$ cat config.mk
export PLATFORM = sky130hd
export DESIGN_NAME = pipemem_lsu_flat
export DESIGN_NICKNAME = d
export VERILOG_FILES = /design/src/rtl/pipemem_lsu_if.sv /design/src/rtl/pipemem_lsu.sv /design/src/flat_wrapper.sv
export SDC_FILE = /design/constraint.sdc
export NUM_CORES = 1
export LEC_CHECK = 0
export ABC_AREA = 1
export ABC_CLOCK_PERIOD_IN_PS = 3250
export BUFFER_PORTS_ARGS = -buffer_cell sky130_fd_sc_hd__buf_2
export CAP_MARGIN = 10
export CORE_ASPECT_RATIO = 0.7
export CORE_UTILIZATION = 50
export CTS_BUF_LIST = sky130_fd_sc_hd__clkbuf_8
export CTS_CLUSTER_SIZE = 8
export DETAILED_ROUTE_END_ITERATION = 7
export PLACE_DENSITY = 0.83
export SETUP_SLACK_MARGIN = 0.3
export SKIP_LAST_GASP = 1
export SYNTH_ARGS = -nofsm -noshare
export SYNTH_HDL_FRONTEND = slang
export SYNTH_SLANG_ARGS = --single-unit
$ cat constraint.sdc
create_clock -name clock -period 3.25 [get_ports clock]
set_input_delay 0.325 -clock clock [delete_from_list [all_inputs] [get_ports clock]]
set_output_delay 0.325 -clock clock [all_outputs]
set_load 0.1 [all_outputs]
$ cat src/rtl/pipemem_lsu_if.sv
// Data-memory bus between the MEM-stage load/store unit (master) and memory (slave).
// Single outstanding access: req held until a one-cycle ack.
interface pipemem_lsu_if;
  logic        mem_req;
  logic        mem_we;
  logic [31:0] mem_addr;
  logic [3:0]  mem_be;
  logic [31:0] mem_wdata;
  logic [31:0] mem_rdata;
  logic        mem_ack;

  modport master (
    output mem_req, mem_we, mem_addr, mem_be, mem_wdata,
    input  mem_rdata, mem_ack
  );

  modport slave (
    input  mem_req, mem_we, mem_addr, mem_be, mem_wdata,
    output mem_rdata, mem_ack
  );
endinterface

$ cat src/rtl/pipemem_lsu.sv
// MIPS32 memory-stage load/store unit: lane steering, load extension, pipeline stall.
// Define PIPEMEM_MISALIGN_TRAP_EN to trap misaligned accesses instead of aligning them down.
module pipemem_lsu (
  input  logic        clock,
  input  logic        reset,
  input  logic        mwmem,
  input  logic        mm2reg,
  input  logic [1:0]  msize,
  input  logic        munsigned,
  input  logic [31:0] malu,
  input  logic [31:0] mb,
  pipemem_lsu_if.master bus,
  output logic [31:0] mmo,
  output logic        mstall,
  output logic        maddr_err
);

  typedef enum logic [1:0] {IDLE, BUSY, DONE} state_t;

  state_t      state;
  logic [1:0]  req_size;
  logic [1:0]  req_lo;
  logic        req_unsigned;
  logic        req_load;

  logic        mem_op;
  logic        issue;
  logic [1:0]  lo;
  logic [3:0]  be_next;
  logic [31:0] wdata_next;

  assign mem_op = mwmem | mm2reg;

`ifdef PIPEMEM_MISALIGN_TRAP_EN
  logic misaligned;
  assign misaligned = ((msize == 2'b01) && malu[0]) ||
                      (msize[1] && (malu[1:0] != 2'b00));
  assign issue = mem_op & ~misaligned;
`else
  assign issue = mem_op;
  assign maddr_err = 1'b0;
`endif

  // Low address bits are forced to the access size's alignment before lane selection.
  always_comb begin
    lo         = 2'b00;
    be_next    = 4'b1111;
    wdata_next = mb;
    case (msize)
      2'b00: begin
        lo         = malu[1:0];
        be_next    = 4'b0001 << malu[1:0];
        wdata_next = {4{mb[7:0]}};
      end
      2'b01: begin
        lo         = {malu[1], 1'b0};
        be_next    = malu[1] ? 4'b1100 : 4'b0011;
        wdata_next = {2{mb[15:0]}};
      end
      default: begin
        lo         = 2'b00;
        be_next    = 4'b1111;
        wdata_next = mb;
      end
    endcase
  end

  function automatic logic [31:0] fmt_load(input logic [31:0] d, input logic [1:0] sz,
                                           input logic [1:0] l, input logic uns);
    logic [7:0]  b;
    logic [15:0] h;
    case (l)
      2'b00:   b = d[7:0];
      2'b01:   b = d[15:8];
      2'b10:   b = d[23:16];
      default: b = d[31:24];
    endcase
    h = l[1] ? d[31:16] : d[15:0];
    case (sz)
      2'b00:   fmt_load = {{24{~uns & b[7]}}, b};
      2'b01:   fmt_load = {{16{~uns & h[15]}}, h};
      default: fmt_load = d;
    endcase
  endfunction

  // The issue cycle stalls combinationally; the request itself only appears from BUSY.
  assign mstall = ~reset & (((state == IDLE) & issue) | (state == BUSY));

  always_ff @(posedge clock) begin
    if (reset) begin
      state         <= IDLE;
      bus.mem_req   <= 1'b0;
      bus.mem_we    <= 1'b0;
      bus.mem_addr  <= 32'h0;
      bus.mem_be    <= 4'h0;
      bus.mem_wdata <= 32'h0;
      mmo           <= 32'h0;
      req_size      <= 2'b00;
      req_lo        <= 2'b00;
      req_unsigned  <= 1'b0;
      req_load      <= 1'b0;
`ifdef PIPEMEM_MISALIGN_TRAP_EN
      maddr_err     <= 1'b0;
`endif
    end else begin
`ifdef PIPEMEM_MISALIGN_TRAP_EN
      maddr_err <= (state == IDLE) && mem_op && misaligned;
`endif
      case (state)
        IDLE: begin
          if (issue) begin
            bus.mem_req   <= 1'b1;
            bus.mem_we    <= mwmem;
            bus.mem_addr  <= {malu[31:2], 2'b00};
            bus.mem_be    <= be_next;
            bus.mem_wdata <= wdata_next;
            req_size      <= msize;
            req_lo        <= lo;
            req_unsigned  <= munsigned;
            req_load      <= mm2reg & ~mwmem;
            state         <= BUSY;
          end
        end
        BUSY: begin
          if (bus.mem_ack) begin
            bus.mem_req <= 1'b0;
            if (req_load)
              mmo <= fmt_load(bus.mem_rdata, req_size, req_lo, req_unsigned);
            state <= DONE;
          end
        end
        default: state <= IDLE;
      endcase
    end
  end

endmodule

$ cat src/flat_wrapper.sv
// flat-port wrapper written by rule: the top's interface ports become plain ports
module pipemem_lsu_flat 
  (clock, reset, mwmem, mm2reg, msize, munsigned, malu, mb, mmo, mstall, maddr_err, bus_mem_req, bus_mem_we, bus_mem_addr, bus_mem_be, bus_mem_wdata, bus_mem_rdata, bus_mem_ack);
  pipemem_lsu_if bus_i ();
  input  logic clock;
  input  logic reset;
  input  logic mwmem;
  input  logic mm2reg;
  input  logic [1:0] msize;
  input  logic munsigned;
  input  logic [31:0] malu;
  input  logic [31:0] mb;
  output logic [31:0] mmo;
  output logic mstall;
  output logic maddr_err;
  output wire logic [$bits(bus_i.mem_req)-1:0] bus_mem_req;
  output wire logic [$bits(bus_i.mem_we)-1:0] bus_mem_we;
  output wire logic [$bits(bus_i.mem_addr)-1:0] bus_mem_addr;
  output wire logic [$bits(bus_i.mem_be)-1:0] bus_mem_be;
  output wire logic [$bits(bus_i.mem_wdata)-1:0] bus_mem_wdata;
  input wire logic [$bits(bus_i.mem_rdata)-1:0] bus_mem_rdata;
  input wire logic [$bits(bus_i.mem_ack)-1:0] bus_mem_ack;
  assign bus_mem_req = bus_i.mem_req;
  assign bus_mem_we = bus_i.mem_we;
  assign bus_mem_addr = bus_i.mem_addr;
  assign bus_mem_be = bus_i.mem_be;
  assign bus_mem_wdata = bus_i.mem_wdata;
  assign bus_i.mem_rdata = bus_mem_rdata;
  assign bus_i.mem_ack = bus_mem_ack;
  pipemem_lsu u_core (.clock(clock), .reset(reset), .mwmem(mwmem), .mm2reg(mm2reg), .msize(msize), .munsigned(munsigned), .malu(malu), .mb(mb), .bus(bus_i), .mmo(mmo), .mstall(mstall), .maddr_err(maddr_err));
endmodule
* Word-level counts from Yosys, hierarchy flattened
Cells that the tools add are included.
Word-level totals: flip-flop bits (word level) 108, word-level logic and storage cells 55
Cells by class: mux-type cells 17, bitwise operators 10, reductions and logical operators 9, eq/ne operators 7, shift-type cells 1
Operators with widths (count):
- 32-bit one-hot mux with 2 select lines | 2
- 8-bit two-way mux | 4
- 8-bit one-hot mux with 3 select lines | 1
- 16-bit two-way mux | 1
- 2-bit by 1-bit == test with 1-bit output, second input constant | 4
- 2-bit zero test | 4
- 2-bit one-hot mux with 2 select lines | 2
- 4-bit one-hot mux with 2 select lines | 1
- 3-bit AND reduction | 2
- 1-bit bitwise AND | 5
- 2-bit two-way mux | 2
- 4-bit two-way mux | 1
- 2-bit AND reduction | 2
- 1-bit by 2-bit << shifter with 4-bit output, first input constant | 1
- 1-bit inverter | 3
- 2-bit == test, second input constant | 1
- 1-bit two-way mux | 2
- 2-bit by 1-bit inequality test with 1-bit output, second input constant | 1
- 2-bit inequality test, second input constant | 1
- 1-bit bitwise OR | 2
- 1-bit one-hot mux with 2 select lines | 1
- 2-bit nonzero test | 1

* Longest topological paths before layout
Gate-level depths: netlist (run 1).
depth in word-level cells 8, depth in mapped cells 9, mapped depth without buffers 8

* Worst setup path before layout (run 1)
Ideal clock, no wire load.
kind register -> output, start point register u_core.state[1], end point output mstall, buffers on the path 2, stages on the path, launching flop included 6, arrival time 2.290 ns, setup slack 0.635 ns, data required time 2.925 ns, path through dfxtp_1 nor2_1 o21ai_2 buf_6 buf_2 a21oi_1
Between the ends: cells in the longest elaborated chain, start to end 4
Ends and longest elaborated chain:
- start, declared | line pipemem_lsu.sv:20 | state_t state;
- start signal, assigned | line pipemem_lsu.sv:91 | state <= IDLE;
- start signal, assigned | line pipemem_lsu.sv:121 | state <= BUSY;
- start signal, assigned | line pipemem_lsu.sv:129 | state <= DONE;
- 2-bit zero test | line pipemem_lsu.sv:87 | assign mstall = ~reset & (((state == IDLE) & issue) | (state == BUSY));
- 1-bit bitwise AND | line pipemem_lsu.sv:87
- 1-bit bitwise OR (*) | line pipemem_lsu.sv:87
- 1-bit bitwise AND (*) | line pipemem_lsu.sv:87
- end, declared | line flat_wrapper.sv:14 | output logic mstall;
Every way passes the cells marked *; elsewhere a longest branch is shown, timed or not.

* Final worst setup path (run 1)
Same ends and word-level chain as after synthesis.

==> metrics, run 1 <==
Initial DRT Pass Iterations 5; Finished Layout Cells 983; Warnings, synthesis 0; worst hold path type in -> reg; worst endpoint required time 2.92 ns; via count 5048; layout cells sized above 1 28.5%; core box area 0.00929 sq mm; Max FO, Critical Path 31; Yosys cell types 30; CP Launch Type flop; register bit total from synthesis 108; DIE WIDTH 120 microns; worst skew pair latency 0.36 ns; reg2reg setup slack 1.17 ns; dpl hpwl 9600 microns; Period minus WS final 2.12 ns; sequential share of the synthesized area 44.2%; WL final 13400 microns; Setup TNS Final 0 ns; most frequent cells in the layout buf_2, nand2_1, dfxtp_1, a21oi_1, nor2_1; Arrival @ worst endpoint 1.79 ns; Setup crit end kind output pin; total CTS buffers 9; reg-to-reg endpoint u_core.bus.mem_wdata[9]$_SDFFE_PP0P_; Post-synth ARST share 0%; CP endpoint mstall; syn_area_per_cell 7.17 sq um; slew at the pin with the worst max-slew slack 1.09 ns; Cell Area, Synth 0.00489 sq mm; EDFF count, synth 0; DR iter-0 viols 401; RSZ-0062 raised after global routing false; diodes inserted 0; # fillers 872; Worst Setup SP u_core.state[1]$_SDFFE_PP0P_; Max Freq 0.472 GHz; CTS sink count 108; multi-input logic area 0.00226 sq mm; Cells after Synth 682; clock slew at reported path FFs 0.10 ns; Setup WS pre-CTS 1.03 ns; gr ovfl total 0; first-pass GRT wire length 21000 microns; Static Leak 0.00312 uW; endpoints failing hold 0; die area 0.0102 sq mm; hold_buf cts 0; all-layer global routing usage 25.7%; Register-to-Register Path Depth 5; cell row count 29; Final setup viols 0; Post-CTS Setup Bufs 0; total power 3750 uW; Reg area 0.00216 sq mm; Final Max Tran Viols 0; Setup Skew 0.0116 ns; largest net degree at the start of global routing 72; CTS tree done; buffers added on ports 204; most common cell after layout, fill and taps aside buf_2; dpl cells 968; kind of critical path reg -> out; Avg WL per Cell 13.6 microns; initial antenna violation count 0; DR vias/cell 5.14; final net count 959; fin util 65.2%; clock buffer depth 2; Peak VDD IR 0.000377 V; routability congestion estimate 0.847; max_cap viols 0; post_cts resized 0; reg2reg start u_core.state[1]$_SDFFE_PP0P_; vias in the first global route 4214; starting density of the core 52.6%; Die Y 84.7 microns; I/O pin count 208; Max transition margin 27.3%; H-tree depth 3; final worst path period share 65.2%; clock root buffer clkbuf_8; DRC Markers 0; status finished clean; dominant synthesized flop cell dfxtp_1; fin worst setup slack 1.13 ns; Layout area overhead 23.8%; Routed Antenna Nets 0; Power Density 619 mW/mm^2
-- per-layer routing --
metal / vias to the layer above / global-route usage (%) / share of wire [%]
li1: 2559 / - / -
met1: 2254 / 38.1 / 47
met2: 225 / 37.9 / 43
met3: 10 / 5.71 / 8.8
met4: 0 / 5.45 / 0.76
met5: - / 0 / 0
-- Yosys cell counts (2+ instances only) --
master	number	area [sq um]
nor2_1	81	304
o21ai_1	26	130
buf_6	9	101
clkbuf_1	15	56.3
o21ai_0	58	290
nand3_4	3	52.6
nor2_4	3	33.8
or2_2	2	12.5
buf_2	17	85.1
dfxtp_1	108	2160
buf_4	6	45.0
a21oi_1	95	475
o211ai_1	4	30.0
nand2_2	2	12.5
inv_2	5	18.8
nand2_1	146	548
inv_1	44	165
a31oi_1	4	25.0
nand3_1	27	135
o21a_1	17	128
-- cells by family after synthesis --
family / count (synthesis) / synth area share (%)
and+or+nand+nor: 266 / 22.9
buffers and inverters: 98 / 9.85
AOI/OAI and AO/OA: 209 / 23.0
other: 1 / 0.0767
DFF: 108 / 44.2
-- stage by stage --
step	hold WS [ns]	instance area, sq um
5_1_grt	0.199	6050
3_5_place_dp	0.455	5820
2_1_floorplan	0.468	4900
6_report	0.208	6050
3_3_place_gp	0.448	5820
4_1_cts	0.195	6050
-- power by group --
group	total (uW)	internal, uW	switching, uW
clock network	939	495	444
registers	1490	1430	61.5
logic	1320	236	1080
-- critical path, cell delays in order, from the launching register on --
cell	delay [ns]
dfxtp_1	0.34
nor2_1	0.21
o21ai_4	0.23
a21oi_1	0.21
buf_2	0.45
-- final cells by class --
type	count	share of cell area, %
multi-input cells	478	37.4
well taps	124	2.56
clock inverters	3	1.14
inverters	50	3.12
clock buffers	12	2.73
flip-flops and latches	108	35.7
repair buffers	208	17.4
-- flip-flops by register name (all words and copies together), names as in the netlist --
| register | cells |
|---|---|
| u_core.req_load | 1 |
| u_core.req_unsigned | 1 |
| u_core.req_lo | 2 |
| u_core.bus.mem_req | 1 |
| u_core.bus.mem_wdata | 32 |
| u_core.mmo | 32 |
| u_core.bus.mem_addr | 30 |
| u_core.req_size | 2 |
| u_core.bus.mem_we | 1 |
| u_core.bus.mem_be | 4 |
| u_core.state | 2 |
-- worst min path at each step --
stage / start / to / slack [ns] / depth (start not counted)
after global placement: u_core.bus.mem_req$_SDFFE_PP0P_ / u_core.bus.mem_req$_SDFFE_PP0P_ / 0.45 / 2
final: malu[31] / u_core.bus.mem_addr[31]$_SDFFE_PP0P_ / 0.21 / 3
after global routing: mb[5] / u_core.bus.mem_wdata[5]$_SDFFE_PP0P_ / 0.20 / 3
after detailed placement: u_core.bus.mem_be[1]$_SDFFE_PP0P_ / u_core.bus.mem_be[1]$_SDFFE_PP0P_ / 0.45 / 2
after CTS: malu[31] / u_core.bus.mem_addr[31]$_SDFFE_PP0P_ / 0.20 / 3
after floorplan: bus_mem_ack / u_core.state[1]$_SDFFE_PP0P_ / 0.47 / 2
(Power assumes the default switching activity.)
==> run 2, diff against run 1 <==
ABC_CLOCK_PERIOD_IN_PS = 1750   (was 3250)
CORE_UTILIZATION = 45   (was 50)
PLACE_DENSITY = 0.79   (was 0.83)
clock period = 1.75 ns   (was 3.25 ns; I/O delays follow)
==> run 2 against run 1 <==
Compared with the run above: flip-flop and latch count is the same; worst setup slack worse by 0.93 ns; clock power is 60% higher; critical path type unchanged; critical endpoint unchanged; highest routed layer unchanged.
==> metrics, run 2 (synthesis results as in run 1) <==
vias in the first global route 4445 (was 4214); most common cell after layout, fill and taps aside buf_2 (unchanged); final net count 979 (was 959); Period minus WS final 1.55 ns; Critical Path Max Stage Delay 0.38 ns (was 0.45 ns); DR vias/cell 5.12 (was 5.14); H-tree depth 3 (unchanged); CTS tree done (unchanged); Final setup viols 0 (unchanged); Cell Int Power 3820 uW (was 2160 uW); Net Sw Frac 45.2% (was 42.3%); Initial DRT Pass Iterations 5 (unchanged); worst skew pair latency 0.37 ns (was 0.36 ns); Setup crit end kind output pin (unchanged); I/O pin count 208 (unchanged); worst-path cell with the longest stage delay dfxtp_4 (was buf_2); total CTS buffers 9 (unchanged); first-pass GRT wire length 22000 microns (was 21000 microns); Setup TNS Final 0 ns (unchanged); Peak VDD IR 0.000641 V (was 0.000377 V); via count 5183 (was 5048); CTS sink count 108 (unchanged); Max Freq 0.644 GHz; most frequent cells in the layout buf_2, nand2_1, dfxtp_1, a21oi_1, nor2_1 (unchanged); Power Density 1080 mW/mm^2 (was 619 mW/mm^2); core box area 0.0105 sq mm (was 0.00929 sq mm); Arrival @ worst endpoint 1.38 ns (was 1.79 ns); die area 0.0113 sq mm (was 0.0102 sq mm); Die Y 89.2 microns (was 84.7 microns); most used cell, CP buf_12; largest net degree at the start of global routing 58 (was 72); dpl hpwl 10100 microns (was 9600 microns); all-layer global routing usage 24.7% (was 25.7%); combinational share of power 38.7% (was 35.2%); worst hold path type in -> reg (unchanged); Net Switching 3150 uW (was 1590 uW); WL final 14800 microns (was 13400 microns); gr ovfl total 0 (unchanged); clock group share of total power 21.5% (was 25.1%); fin util 61.5% (was 65.2%); endpoints failing hold 0 (unchanged); total power 6970 uW (was 3750 uW); routability congestion estimate 0.904 (was 0.847); clock buffer depth 2 (unchanged); DR iter-0 viols 342 (was 401); worst endpoint required time 1.57 ns (was 2.92 ns); Final Max Tran Viols 0 (unchanged); status finished clean (unchanged); sequential power share 39.7% (was 39.8%); max_cap viols 0 (unchanged); DRC Markers 0 (unchanged); Layout area overhead 31.7% (was 23.8%); DIE WIDTH 127 microns (was 120 microns); Routed Antenna Nets 0 (unchanged); Top Registers u_core.bus.mem_wdata x32, u_core.mmo x32, u_core.bus.mem_addr x30 (unchanged); Avg WL per Cell 14.7 microns (was 13.6 microns); layout cells sized above 1 31.4% (was 28.5%); clock slew at reported path FFs 0.10 ns (about the same); final worst path period share 88.8%; Static Leak 0.00328 uW (was 0.00312 uW); CP Launch Type flop (unchanged); Fin Hold WS 0.0401 ns (was 0.208 ns); cell row count 31 (was 29); initial antenna violation count 0 (unchanged); # fillers 1014 (was 872); Max FO, Critical Path 2 (was 31); kind of critical path reg -> out (unchanged); Setup Skew 0.0129 ns (was 0.0116 ns); crit-path cells nor2_4 -> o21ai_4 -> buf_12 -> a21oi_4 -> buf_12 (was nor2_1 -> o21ai_4 -> a21oi_1 -> buf_2); hold_buf cts 0 (unchanged); diodes inserted 0 (unchanged); RSZ-0062 raised after global routing true (was false); starting density of the core 46.7% (was 52.6%); buffers added on ports 204 (unchanged); clock root buffer clkbuf_8 (unchanged)
[run 2: power by group through the flow]
| stage | Sequential (uW) | Combinational [uW] | Clock (uW) |
|---|---|---|---|
| floorplan | 4100 | 743 | 0 |
| global placement | 2810 | 2510 | 0 |
| detailed placement | 2820 | 2520 | 0 |
| CTS | 2770 | 2590 | 1540 |
| global route | 2790 | 2830 | 1650 |
| finish | 2770 | 2700 | 1500 |
[run 2: stage by stage]
| step | setup slack [ns] | cell area (sq um) | std cells |
|---|---|---|---|
| floorplan | 0.267 | 4920 | 684 |
| global placement | 0.351 | 6000 | 987 |
| detailed placement | 0.264 | 6000 | 987 |
| CTS | 0.168 | 6290 | 1007 |
| global route | 0.127 | 6440 | 1012 |
| finish | 0.197 | 6440 | 1012 |
[run 2: layout make-up]
cell class	count	area [sq um]	share of cell area, %
Clock inverter	7	71.3	1.11
Inverter	50	201	3.13
Timing Repair Buffer	228	1410	21.8
Tap cell	132	165	2.57
Clock buffer	9	124	1.92
Multi-Input combinational cell	478	2300	35.7
Sequential cell	108	2170	33.7
[run 2: layer usage]
metal / global-route usage [%] / wire [microns]
met5: 0 / 0
met4: 5.15 / 105
met3: 7.00 / 1290
met2: 38.6 / 6440
met1: 34.2 / 7000
[run 2: final timing paths]
path / slack (ns) / to / depth (start not counted) / start
worst max-delay path: 0.20 / mstall / 5 / u_core.state[1]$_SDFFE_PP0P_
worst min-delay path: 0.04 / u_core.bus.mem_addr[4]$_SDFFE_PP0P_ / 3 / malu[4]
worst max register to register: 0.33 / u_core.bus.mem_wdata[10]$_SDFFE_PP0P_ / 8 / u_core.state[1]$_SDFFE_PP0P_
worst min register to register: 0.47 / u_core.bus.mem_wdata[0]$_SDFFE_PP0P_ / 2 / u_core.bus.mem_wdata[0]$_SDFFE_PP0P_
[run 2: critical path, delay by kind of cell, from the launching register on]
family | cells | cell delay (ns)
buffers and inverters | 2 | 0.32
AOI/OAI and AO/OA | 2 | 0.22
DFF | 1 | 0.38
and+or+nand+nor | 1 | 0.10
[run 2: timing repair]
action | CTS | global route
gates cloned | 2 | 5
gates resized for setup | 5 | 19
pin swaps | 2 | 1
endpoints found under the setup margin | 18 | 88
setup buffers | 2 | 0
